File: config.mk
export PLATFORM = sky130hd
export DESIGN_NAME = obstacle_scroller
export DESIGN_NICKNAME = d
export VERILOG_FILES = /design/src/rtl/obstacle_scroller.sv
export SDC_FILE = /design/constraint.sdc
export NUM_CORES = 1
export LEC_CHECK = 0
export CORE_AREA = 2 2 89 91
export DETAILED_ROUTE_END_ITERATION = 8
export DIE_AREA = 0 0 91 93
export HOLD_SLACK_MARGIN = 0.08
export PLACE_DENSITY = 0.95
export SLEW_MARGIN = 30
export SYNTH_ARGS = -nofsm -noshare
export SYNTH_HDL_FRONTEND = slang
export SYNTH_SLANG_ARGS = --single-unit
File: constraint.sdc
create_clock -name clk -period 4.95 [get_ports clk]
set_input_delay 0.99 -clock clk [delete_from_list [all_inputs] [get_ports clk]]
set_output_delay 0.99 -clock clk [all_outputs]
set_load 0.1 [all_outputs]
File: src/rtl/obstacle_scroller.sv
`default_nettype none
// ----------------------------------------------------------------------------
// obstacle_scroller: LFSR-picked two-obstacle waves scrolled down per frame.
// Optional: SCROLLER_SPEEDUP_EN adds wave_count[7:3] to the step, saturating at 15.
// Revision: 1.0
// ----------------------------------------------------------------------------
module obstacle_scroller #(
  parameter logic [9:0] BOTTOM     = 10'd480,
  parameter int         GAP_FRAMES = 30,
  parameter logic [7:0] LFSR_SEED  = 8'hA5
) (
  input  logic       clk,
  input  logic       rst_n,
  input  logic       run,
  input  logic       restart,
  input  logic       frame_tick,
  input  logic [3:0] speed,
  output logic [2:0] index,
  input  logic [9:0] rom_x0,
  input  logic [9:0] rom_y0,
  input  logic [9:0] rom_x1,
  input  logic [9:0] rom_y1,
  output logic [9:0] obs0_x,
  output logic [9:0] obs0_y,
  output logic [9:0] obs1_x,
  output logic [9:0] obs1_y,
  output logic [1:0] obs_active,
  output logic       wave_done,
  output logic [7:0] wave_count
);

  localparam logic [1:0] IDLE = 2'd0;
  localparam logic [1:0] LOAD = 2'd1;
  localparam logic [1:0] RUN  = 2'd2;
  localparam logic [1:0] GAP  = 2'd3;

  localparam logic [9:0] HIDDEN_Y = 10'h26C;
  localparam int         GW       = (GAP_FRAMES < 2) ? 1 : $clog2(GAP_FRAMES + 1);
  localparam logic [GW-1:0] GAP_LAST = GW'(GAP_FRAMES);

  logic [1:0]    state;
  logic [7:0]    lfsr;
  logic [GW-1:0] gap_cnt;
  logic [GW-1:0] gap_next;
  logic [2:0]    pattern;
  logic [3:0]    step;
  logic          below0;
  logic          below1;
  logic [9:0]    y0_next;
  logic [9:0]    y1_next;

  // Fold 6 and 7 back onto 0 and 1 so the ROM only needs six entries.
  always_comb begin
    pattern = lfsr[2:0];
    if (lfsr[2:0] >= 3'd6) begin
      pattern = lfsr[2:0] - 3'd6;
    end
  end

`ifdef SCROLLER_SPEEDUP_EN
  logic [5:0] boosted;
  assign boosted = {2'b00, speed} + {1'b0, wave_count[7:3]};
  assign step    = (boosted > 6'd15) ? 4'd15 : boosted[3:0];
`else
  assign step = speed;
`endif

  assign below0   = (obs0_y < BOTTOM);
  assign below1   = (obs1_y < BOTTOM);
  assign y0_next  = below0 ? (obs0_y + {6'd0, step}) : obs0_y;
  assign y1_next  = below1 ? (obs1_y + {6'd0, step}) : obs1_y;
  assign gap_next = gap_cnt + 1'b1;

  // Free-running: keeps stepping while run is low so pattern choice stays varied.
  always_ff @(posedge clk or negedge rst_n) begin
    if (!rst_n) begin
      lfsr <= LFSR_SEED;
    end else begin
      lfsr <= {lfsr[6:0], lfsr[7] ^ lfsr[5] ^ lfsr[4] ^ lfsr[3]};
    end
  end

  always_ff @(posedge clk or negedge rst_n) begin
    if (!rst_n) begin
      state      <= IDLE;
      index      <= 3'd0;
      obs0_x     <= 10'd0;
      obs1_x     <= 10'd0;
      obs0_y     <= HIDDEN_Y;
      obs1_y     <= HIDDEN_Y;
      obs_active <= 2'b00;
      wave_done  <= 1'b0;
      wave_count <= 8'd0;
      gap_cnt    <= '0;
    end else begin
      wave_done <= 1'b0;
      if (restart) begin
        state      <= IDLE;
        obs0_x     <= 10'd0;
        obs1_x     <= 10'd0;
        obs0_y     <= HIDDEN_Y;
        obs1_y     <= HIDDEN_Y;
        obs_active <= 2'b00;
        wave_count <= 8'd0;
        gap_cnt    <= '0;
      end else if (run) begin
        case (state)
          IDLE: begin
            index <= pattern;
            state <= LOAD;
          end
          LOAD: begin
            obs0_x     <= rom_x0;
            obs0_y     <= rom_y0;
            obs1_x     <= rom_x1;
            obs1_y     <= rom_y1;
            obs_active <= {rom_y1 < BOTTOM, rom_y0 < BOTTOM};
            state      <= RUN;
          end
          RUN: begin
            if (!below0 && !below1) begin
              wave_done  <= 1'b1;
              wave_count <= wave_count + 8'd1;
              gap_cnt    <= '0;
              state      <= GAP;
            end else if (frame_tick) begin
              obs0_y     <= y0_next;
              obs1_y     <= y1_next;
              obs_active <= {y1_next < BOTTOM, y0_next < BOTTOM};
            end
          end
          GAP: begin
            if (frame_tick) begin
              gap_cnt <= gap_next;
              if (gap_next == GAP_LAST) begin
                index <= pattern;
                state <= LOAD;
              end
            end
          end
          default: state <= IDLE;
        endcase
      end
    end
  end

endmodule
`default_nettype wire

After elaboration in Yosys (flattened, before gate mapping)
Cells that the tools add are included.
{"block": "totals", "latchBits": 0, "regBits": 69, "memories": 0, "romBits": 0, "ramBits": 0, "elab_cells": 101}
{"block": "op_classes", "n_eq_ne": 11, "multipliers": 0, "n_div": 0, "shift": 0, "n_lt_le_gt_ge": 7, "n_reduce_logical": 17, "bitwise_logic": 4, "mux": 46, "add_sub_neg": 5}
{"op": "$mux W10", "count": 16}
{"op": "$lt A10 B9 Y1 const B", "count": 6}
{"op": "$pmux W10 S2", "count": 2}
{"op": "$mux W8", "count": 4}
{"op": "$add A10 B4 Y10", "count": 2}
{"op": "$mux W5", "count": 4}
{"op": "$mux W2", "count": 9}
{"op": "$ne A3 B3 Y1 const B", "count": 5}
{"op": "$reduce_and A4 Y1", "count": 3}
{"op": "$pmux W5 S2", "count": 1}
{"op": "$reduce_bool A2 Y1", "count": 5}
{"op": "$mux W3", "count": 3}
{"op": "$add A8 B1 Y8 const B", "count": 1}
{"op": "$pmux W2 S4", "count": 1}
{"op": "$pmux W3 S2", "count": 1}
{"op": "$reduce_bool A3 Y1", "count": 2}
{"op": "$add A5 B1 Y5 const B", "count": 1}
{"op": "$eq A5 B5 Y1 const B", "count": 1}
{"op": "$reduce_and A5 Y1", "count": 1}
{"op": "$eq A2 B2 Y1 const B", "count": 2}
{"op": "$mux W1", "count": 4}
{"op": "$ne A2 B2 Y1 const B", "count": 2}
{"op": "$pmux W2 S2", "count": 1}
{"op": "$ge A3 B3 Y1 const B", "count": 1}
{"op": "9 further kinds", "count": 12}

Longest topological paths before layout
Gate-level depths: netlist of the first run.
{"block": "logic_depth", "word_depth": 8, "ltp_mapped": 9, "mapped_depth_nobuf": 8}

Worst setup path after synthesis of the first run
OpenSTA, ideal clock, no wires.
{"block": "synth_path", "kind": "register to register", "startpoint": "register obs0_y[0]", "endpoint": "register obs_active[0]", "slack_ns": 2.011, "setup_time_ns": 0.126, "required_time_ns": 4.824, "path_buffers": 0, "t_arrival_ns": 2.813, "path_stages_with_launch": 9, "cell_sequence": "dfrtp_1 > ha_1 > inv_1 > fa_1 > nand2b_1 > a21oi_1 > a31oi_1 > o41a_1 > a221o_1"}
{"block": "synth_via", "elab_chain_len": 8, "elab_cells_between_ends": 13}
{"element": "start: declaration", "line_no": "24", "rtl": "output logic [9:0] obs0_y,"}
{"element": "start signal: assignment", "line_no": "114", "rtl": "obs0_y <= rom_y0;"}
{"element": "start signal: assignment", "line_no": "127", "rtl": "obs0_y <= y0_next;"}
{"element": "$add A10 B4 Y10 / $lt A10 B9 Y1 (equally long branches)", "line_no": "70, 68"}
{"element": "$mux W10", "line_no": "70", "rtl": "assign y0_next = below0 ? (obs0_y + {6'd0, step}) : obs0_y;"}
{"element": "$lt A10 B9 Y1", "line_no": "129", "rtl": "obs_active <= {y1_next < BOTTOM, y0_next < BOTTOM};"}
{"element": "$mux W2", "line_no": "126", "rtl": "end else if (frame_tick) begin"}
{"element": "$mux W2", "line_no": "121", "rtl": "if (!below0 && !below1) begin"}
{"element": "$pmux W2 S2", "line_no": "107", "rtl": "case (state)"}
{"element": "$mux W2", "line_no": "106", "rtl": "end else if (run) begin"}
{"element": "$mux W2", "line_no": "97", "rtl": "if (restart) begin"}
{"element": "end signal: assignment", "line_no": "117", "rtl": "obs_active <= {rom_y1 < BOTTOM, rom_y0 < BOTTOM};"}
{"element": "end signal: assignment", "line_no": "129"}
{"element": "end: declaration", "line_no": "27", "rtl": "output logic [1:0] obs_active,"}
Several ways; a longest one is shown, not always the timed one. The select of a mux whose other input is x is not followed.
A chain may end at the register's enable or synchronous reset.

Final worst setup path of the first run
{"block": "layout_path", "startpoint": "input port speed[0]", "endpoint": "register obs1_y[8]"}
{"block": "layout_via", "elab_chain_len": 7}
{"element": "start: declaration", "line_no": "17", "rtl": "input logic [3:0] speed,"}
{"element": "$add A10 B4 Y10", "line_no": "71", "rtl": "assign y1_next = below1 ? (obs1_y + {6'd0, step}) : obs1_y;"}
{"element": "$mux W10", "line_no": "71"}
{"element": "$mux W10", "line_no": "126"}
{"element": "$mux W10", "line_no": "121"}
{"element": "$pmux W10 S2", "line_no": "107"}
{"element": "$mux W10", "line_no": "106"}
{"element": "$mux W10", "line_no": "97"}
{"element": "end signal: assignment", "line_no": "116", "rtl": "obs1_y <= rom_y1;"}
{"element": "end signal: assignment", "line_no": "128", "rtl": "obs1_y <= y1_next;"}
{"element": "end: declaration", "line_no": "26", "rtl": "output logic [9:0] obs1_y,"}
Every way passes these cells. The select of a mux whose other input is x is not followed.

==> metrics.txt, run 1 <==
Avg Vias per Cell=5.74; commonest non-fill, non-tap cells in the layout=99 x clkdlybuf4s50_1, 55 x dfrtp_1, 42 x o21ai_0; gr ovfl total=0; post-synth cell types=62; RR Endpoint=obs0_y[7]$_DFFE_PN0P_; initial antenna violation count=0; FF/Latch Area=1740 sq um; mux cell area share after synthesis=2.57%; row count=32; critical path type=primary input to register; drt drc=0; first-pass GRT wire length=17.1 mm; Sink Count=69; Max Freq=310 MHz; Post-Syn Nets=474; post-synthesis compound-gate area fraction=19.8%; Hold Vio Cnt, Final=0; final wirelength=10.3 mm; setup slack, reg-to-reg=2.20 ns; main flop type after synthesis=dfrtp_1; Synth Area in Simple Gates=19.6%; IO buf count=102; CP Data Required Time=5.22 ns; area of the core=7530 sq um; TritonCTS Buffers=9; DR iter-0 viols=291; Pwr Density=378 nW/um^2; dpl cells=597; max-slew violations=0; CTS Buffer Depth=2; Die Height=93 microns; FF-to-FF path depth=8; setup repair bufs after CTS=0; hold path cells=0; PostCTS Resize Cnt=0; Max-cap violations=0; cell leakage power=0.00215 uW; Fin Setup TNS=0 ns; pin count of the biggest net entering global routing=54; Multi-input gate area=1990 sq um; Worst IR Drop VDD=241 uV; period utilization=65.1%; ant diodes=0; commonest non-fill, non-tap cell in the layout=clkdlybuf4s50_1; synthesis-to-layout area growth=33.0%; CTS tree=yes; Seq cells post-synth=69; Worst Hold Path EP=lfsr[7]$_DFF_PN1_; # nets final=571; Post-CTS Hold Buffers=0; Setup crit start kind=primary input; Hold Startpoint=lfsr[6]$_DFF_PN0_; global placer's final weighted congestion=0.897; worst min path class=register to register; vias in the first global route=3542; I/O pins=103; CP max FO=3; Initial Util=51.6%; Synth warnings=0; worst skew pair latency=0.34 ns; syn avg cell area=9.50 sq um; Routed Antenna Nets=0; clock slew at reported path FFs=0.07 ns; worst r2r src=state[0]$_DFFE_PN0P_; minimum clock period=3.22 ns; root buffer selected by CTS=clkbuf_8; die span in x=91 microns; Min Hold Slack=0.361 ns; first drt pass iteration count=5; total track usage=25.0%; Crit path arrival time=3.49 ns; Layout Skew=0.0102 ns; drt wl/cell=16.8 microns; die area=8460 sq um; fin cells=613; total power=1950 uW; post-synthesis cell area=3890 sq um; status=finished clean; Critical Path Start=speed[0]; Via Count=3520; register area share after synthesis=44.9%; filler instances=612; Post-Syn Instances=409; Critical Path End Type=register; async set or reset register ratio after synthesis=100%; Post-synth EDFFs=0; share of post-route cells with drive strength above 1=10.2%; dpl hpwl=7.48 mm; xor/xnor cell area share of the yosys netlist=3.60%; Slew HR=31.8%; unrepaired setup endpoints after global routing=no; area share of fa/ha/maj cells after synthesis=5.54%; Worst Tran Pin Value=1.02 ns; final setup fails=0; largest family of logic cells by synthesized area=compound AO/OA/AOI/OAI gates; H-tree levels=3
## critical path: stages
cell and delay, ns:
clkdlybuf4s50_1 0.50, ha_1 0.21, inv_1 0.07, fa_1 0.38, nand2b_1 0.18, a2111oi_1 0.69, a31o_2 0.27, a21oi_1 0.09
a21oi_1 0.12
## cells by family after synthesis
logic type               after synthesis
XOR/XNOR                              16
buffers and inverters                 37
adder cells (fa/ha/maj)               16
multiplexers                           9
AO/OA/AOI/OAI                        116
flip-flops                            69
AND/OR/NAND/NOR                      146
## area by class of cell
type,instances,area share [%]
clock buffer,11,2.93
tap,102,2.47
sequential,69,33.7
multi-input combinational,303,38.5
inverter,18,1.31
timing repair buffer,105,19.9
clock inverter,5,1.11
## layer usage
layer  global-route usage (%)  vias to the layer above  wire, microns  share of wire [%]
met1                     31.7                     1649           4180                 41
met2                     42.0                      195           4990                 49
met5                        0                        -              0                  0
met3                     6.45                       22            913                8.9
li1                         -                     1654              -                  -
met4                     7.83                        0            192                1.9
## how the worst max path moves through the flow
stage | slack (ns) | end | cells after the start
2_1_floorplan | 2.01 | obs_active[0]$_DFFE_PN0P_ | 8
3_3_place_gp | 1.45 | obs_active[0]$_DFFE_PN0P_ | 9
3_5_place_dp | 1.42 | obs_active[0]$_DFFE_PN0P_ | 9
4_1_cts | 1.75 | obs1_y[8]$_DFFE_PN0P_ | 9
5_1_grt | 1.57 | obs1_y[8]$_DFFE_PN0P_ | 9
6_report | 1.73 | obs1_y[8]$_DFFE_PN0P_ | 9
## registers in the layout, summed over array words and instances, names as in the netlist
name	count
index	3
obs1_y	10
obs0_y	10
state	2
obs_active	2
obs0_x	10
wave_count	8
lfsr	8
wave_done	1
obs1_x	10
gap_cnt	5
## report_power, final
group / internal [uW] / total, uW / switching [uW]
registers: 625 / 686 / 60.8
logic: 218 / 788 / 570
clock network: 261 / 481 / 220
total: 1100 / 1950 / 850
## synthesized netlist by cell type, types with 5 or more instances
cell / count / area (sq um)
dfstp_2: 14 / 368
nand2b_1: 25 / 156
nor3_1: 8 / 40.0
inv_1: 18 / 67.6
clkbuf_1: 12 / 45.0
o21ai_0: 42 / 210
a21oi_1: 19 / 95.1
mux2_2: 5 / 56.3
a211oi_1: 6 / 45.0
nand4_1: 6 / 37.5
xnor2_1: 8 / 70.1
xor2_1: 8 / 70.1
nor2_1: 32 / 120
dfrtp_1: 55 / 1380
nor2b_1: 7 / 43.8
nand3_1: 9 / 45.0
a31oi_1: 6 / 37.5
nand2_1: 40 / 150
ha_1: 14 / 175
## through the flow
| step | setup WS [ns] | instance area (sq um) | util [%] |
|---|---|---|---|
| floorplan | 2.01 | 3890 | - |
| global placement | 1.45 | 4960 | 66.0 |
| detailed placement | 1.42 | 4960 | 66.0 |
| CTS | 1.75 | 5170 | 68.7 |
| global route | 1.57 | 5170 | 68.7 |
| finish | 1.73 | 5170 | 68.7 |
Power figures use the tool's default switching activity.
==> run 2, diff against run 1 <==
CORE_AREA = 2 2 93 95   (was 2 2 89 91)
DIE_AREA = 0 0 95 97   (was 0 0 91 93)
PLACE_DENSITY = 0.9   (was 0.95)
clock period = 3.32 ns   (was 4.95 ns; I/O delays follow)
==> run 2 against run 1 <==
Net effect: global-route usage down 1.9 points; setup slack worse by 1.2 ns; wire length decreased by 1.8%; non-clock buffer count rose by 2; first-iteration DRC count shrank 18%; largest cell class unchanged.
==> metrics.txt, run 2 (synthesis gave the netlist of run 1 again) <==
status=finished clean; Hold Vio Cnt, Final=0 (unchanged); Slew HR=42.5% (+11 points); slowest cell delay on critical path=0.68 ns (about the same); die area=9220 sq um (+8.9%); Routed Antenna Nets=0 (unchanged); ant diodes=0 (unchanged); share of post-route cells with drive strength above 1=20.9% (+11 points); Critical Path End Type=register; max-slew violations=0 (unchanged); H-tree levels=3 (unchanged); clock slew at reported path FFs=0.08 ns (about the same); root buffer selected by CTS=clkbuf_8; Worst Tran Pin Value=0.863 ns (-0.158 ns); CP Buf/Inv Count=2 (unchanged); Pwr Density=597 nW/um^2 (+58%); DR iter-0 viols=238 (-18%); Max Freq=353 MHz; first drt pass iteration count=6 (+1); CP max FO=3 (unchanged); minimum clock period=2.84 ns; drt drc=0 (unchanged); synthesis-to-layout area growth=31.7%; commonest non-fill, non-tap cells in the layout=58 x buf_4, 55 x dfrtp_1, 46 x clkdlybuf4s50_1; PostCTS Resize Cnt=0 (unchanged); Fin Setup TNS=0 ns (unchanged); CP Data Required Time=3.62 ns (-1.60 ns); worst skew pair latency=0.36 ns (+0.02 ns); CTS tree=yes; critical path type=primary input to register; I/O pins=103 (unchanged); gr ovfl total=0 (unchanged); final worst setup slack=0.484 ns (-1.24 ns); dpl hpwl=7.44 mm (-0.60%); Initial Util=47.8% (-3.9 points); Die Height=97 microns (+4.3%); pin count of the biggest net entering global routing=54 (unchanged); Worst IR Drop VDD=315 uV (+31%); vias in the first global route=3454 (-2.5%); row count=33 (+3.1%); critical-path cell list=clkdlybuf4s50_1 > ha_1 > inv_1 > fa_1 > nand2b_1 > a2111oi_1 > a21oi_1 > nor2_1 > o22a_1; Avg Vias per Cell=5.58 (-2.9%); CP top delay family=compound AO/OA/AOI/OAI gates; initial antenna violation count=0 (unchanged); Sink Count=69 (unchanged); Max-cap violations=0 (unchanged); Post-CTS Hold Buffers=0 (unchanged); global placer's final weighted congestion=0.910 (+1.5%); TritonCTS Buffers=9 (unchanged); Via Count=3446 (-2.1%); final setup fails=0 (unchanged); unrepaired setup endpoints after global routing=no; drt wl/cell=16.3 microns (-2.6%); commonest non-fill, non-tap cell in the layout=buf_4; Layout Skew=0.00855 ns (-0.00161 ns); CTS Buffer Depth=2 (unchanged); worst min path class=primary input to asynchronous set/reset pin; pre-CTS setup slack=0.186 ns (-1.23 ns); # nets final=573 (+0.35%); period utilization=85.4%; cell leakage power=0.00226 uW (+4.9%); Setup crit start kind=primary input; Crit path arrival time=3.14 ns (-0.35 ns); highest-delay cell along the critical path=a2111oi_1; IO buf count=102 (unchanged); first-pass GRT wire length=16.7 mm (-2.2%); die span in x=95 microns (+4.4%); final wirelength=10.1 mm (-1.8%); total track usage=23.1% (-1.9 points); area of the core=8130 sq um (+8.1%); setup repair bufs after CTS=0 (unchanged)
[run 2: report_power, final]
part | internal [uW] | switching (uW) | total, uW
Clock | 541 | 335 | 877
Combinational | 308 | 841 | 1150
Sequential | 933 | 94.8 | 1030
Total | 1780 | 1270 | 3050
[run 2: metal layers]
metal | GRT usage (%) | vias up | routed length [microns]
li1 | - | 1649 | -
met1 | 30.8 | 1609 | 4380
met2 | 36.3 | 167 | 4740
met3 | 4.52 | 21 | 746
met4 | 9.81 | 0 | 227
met5 | 0 | - | 0
[run 2: layout make-up]
cell class                      instances  area (sq um)
Fill cell                             666          3020
Timing Repair Buffer                  107           926
Sequential cell                        69          1740
Inverter                               18          67.6
Clock buffer                           11           151
Multi-Input combinational cell        303          1990
Clock inverter                          5           106
Tap cell                              105           131
[run 2: through the flow]
step / power, uW / std cells / instance area [sq um] / util [%] / hold slack, ns
after floorplan: 1880 / 409 / 3890 / - / 0.333
after global placement: 2160 / 602 / 4860 / 59.8 / 0.338
after detailed placement: 2190 / 602 / 4860 / 59.8 / 0.341
after CTS: 3070 / 618 / 5120 / 62.9 / 0.345
after global routing: 3180 / 618 / 5120 / 62.9 / 0.375
final: 3050 / 618 / 5120 / 62.9 / 0.331
[run 2: worst reg2reg max path, cell delays in order, from the launching register on]
cell       delay (ns)
dfrtp_1          0.38
ha_1             0.21
inv_1            0.07
fa_1             0.39
nand2b_1         0.18
a2111oi_1        0.68
a21oi_1          0.17
nor2_1           0.13
o22a_1           0.15
[run 2: path summary, 6_finish.rpt]
check                                      startpoint               endpoint  slack [ns]  depth (start not counted)
worst max register to register  obs1_y[0]$_DFFE_PN0P_  obs1_y[6]$_DFFE_PN1P_        0.91                          8
worst min-delay path                            rst_n   index[1]$_DFFE_PN0P_        0.33                          1
min in group clk                    lfsr[6]$_DFF_PN0_      lfsr[7]$_DFF_PN1_        0.37                          0
max in group asynchronous                       rst_n  obs1_y[9]$_DFFE_PN1P_        2.28                          2
worst max-delay path                         speed[0]  obs1_y[6]$_DFFE_PN1P_        0.48                          9
worst min register to register      lfsr[6]$_DFF_PN0_      lfsr[7]$_DFF_PN1_        0.37                          0
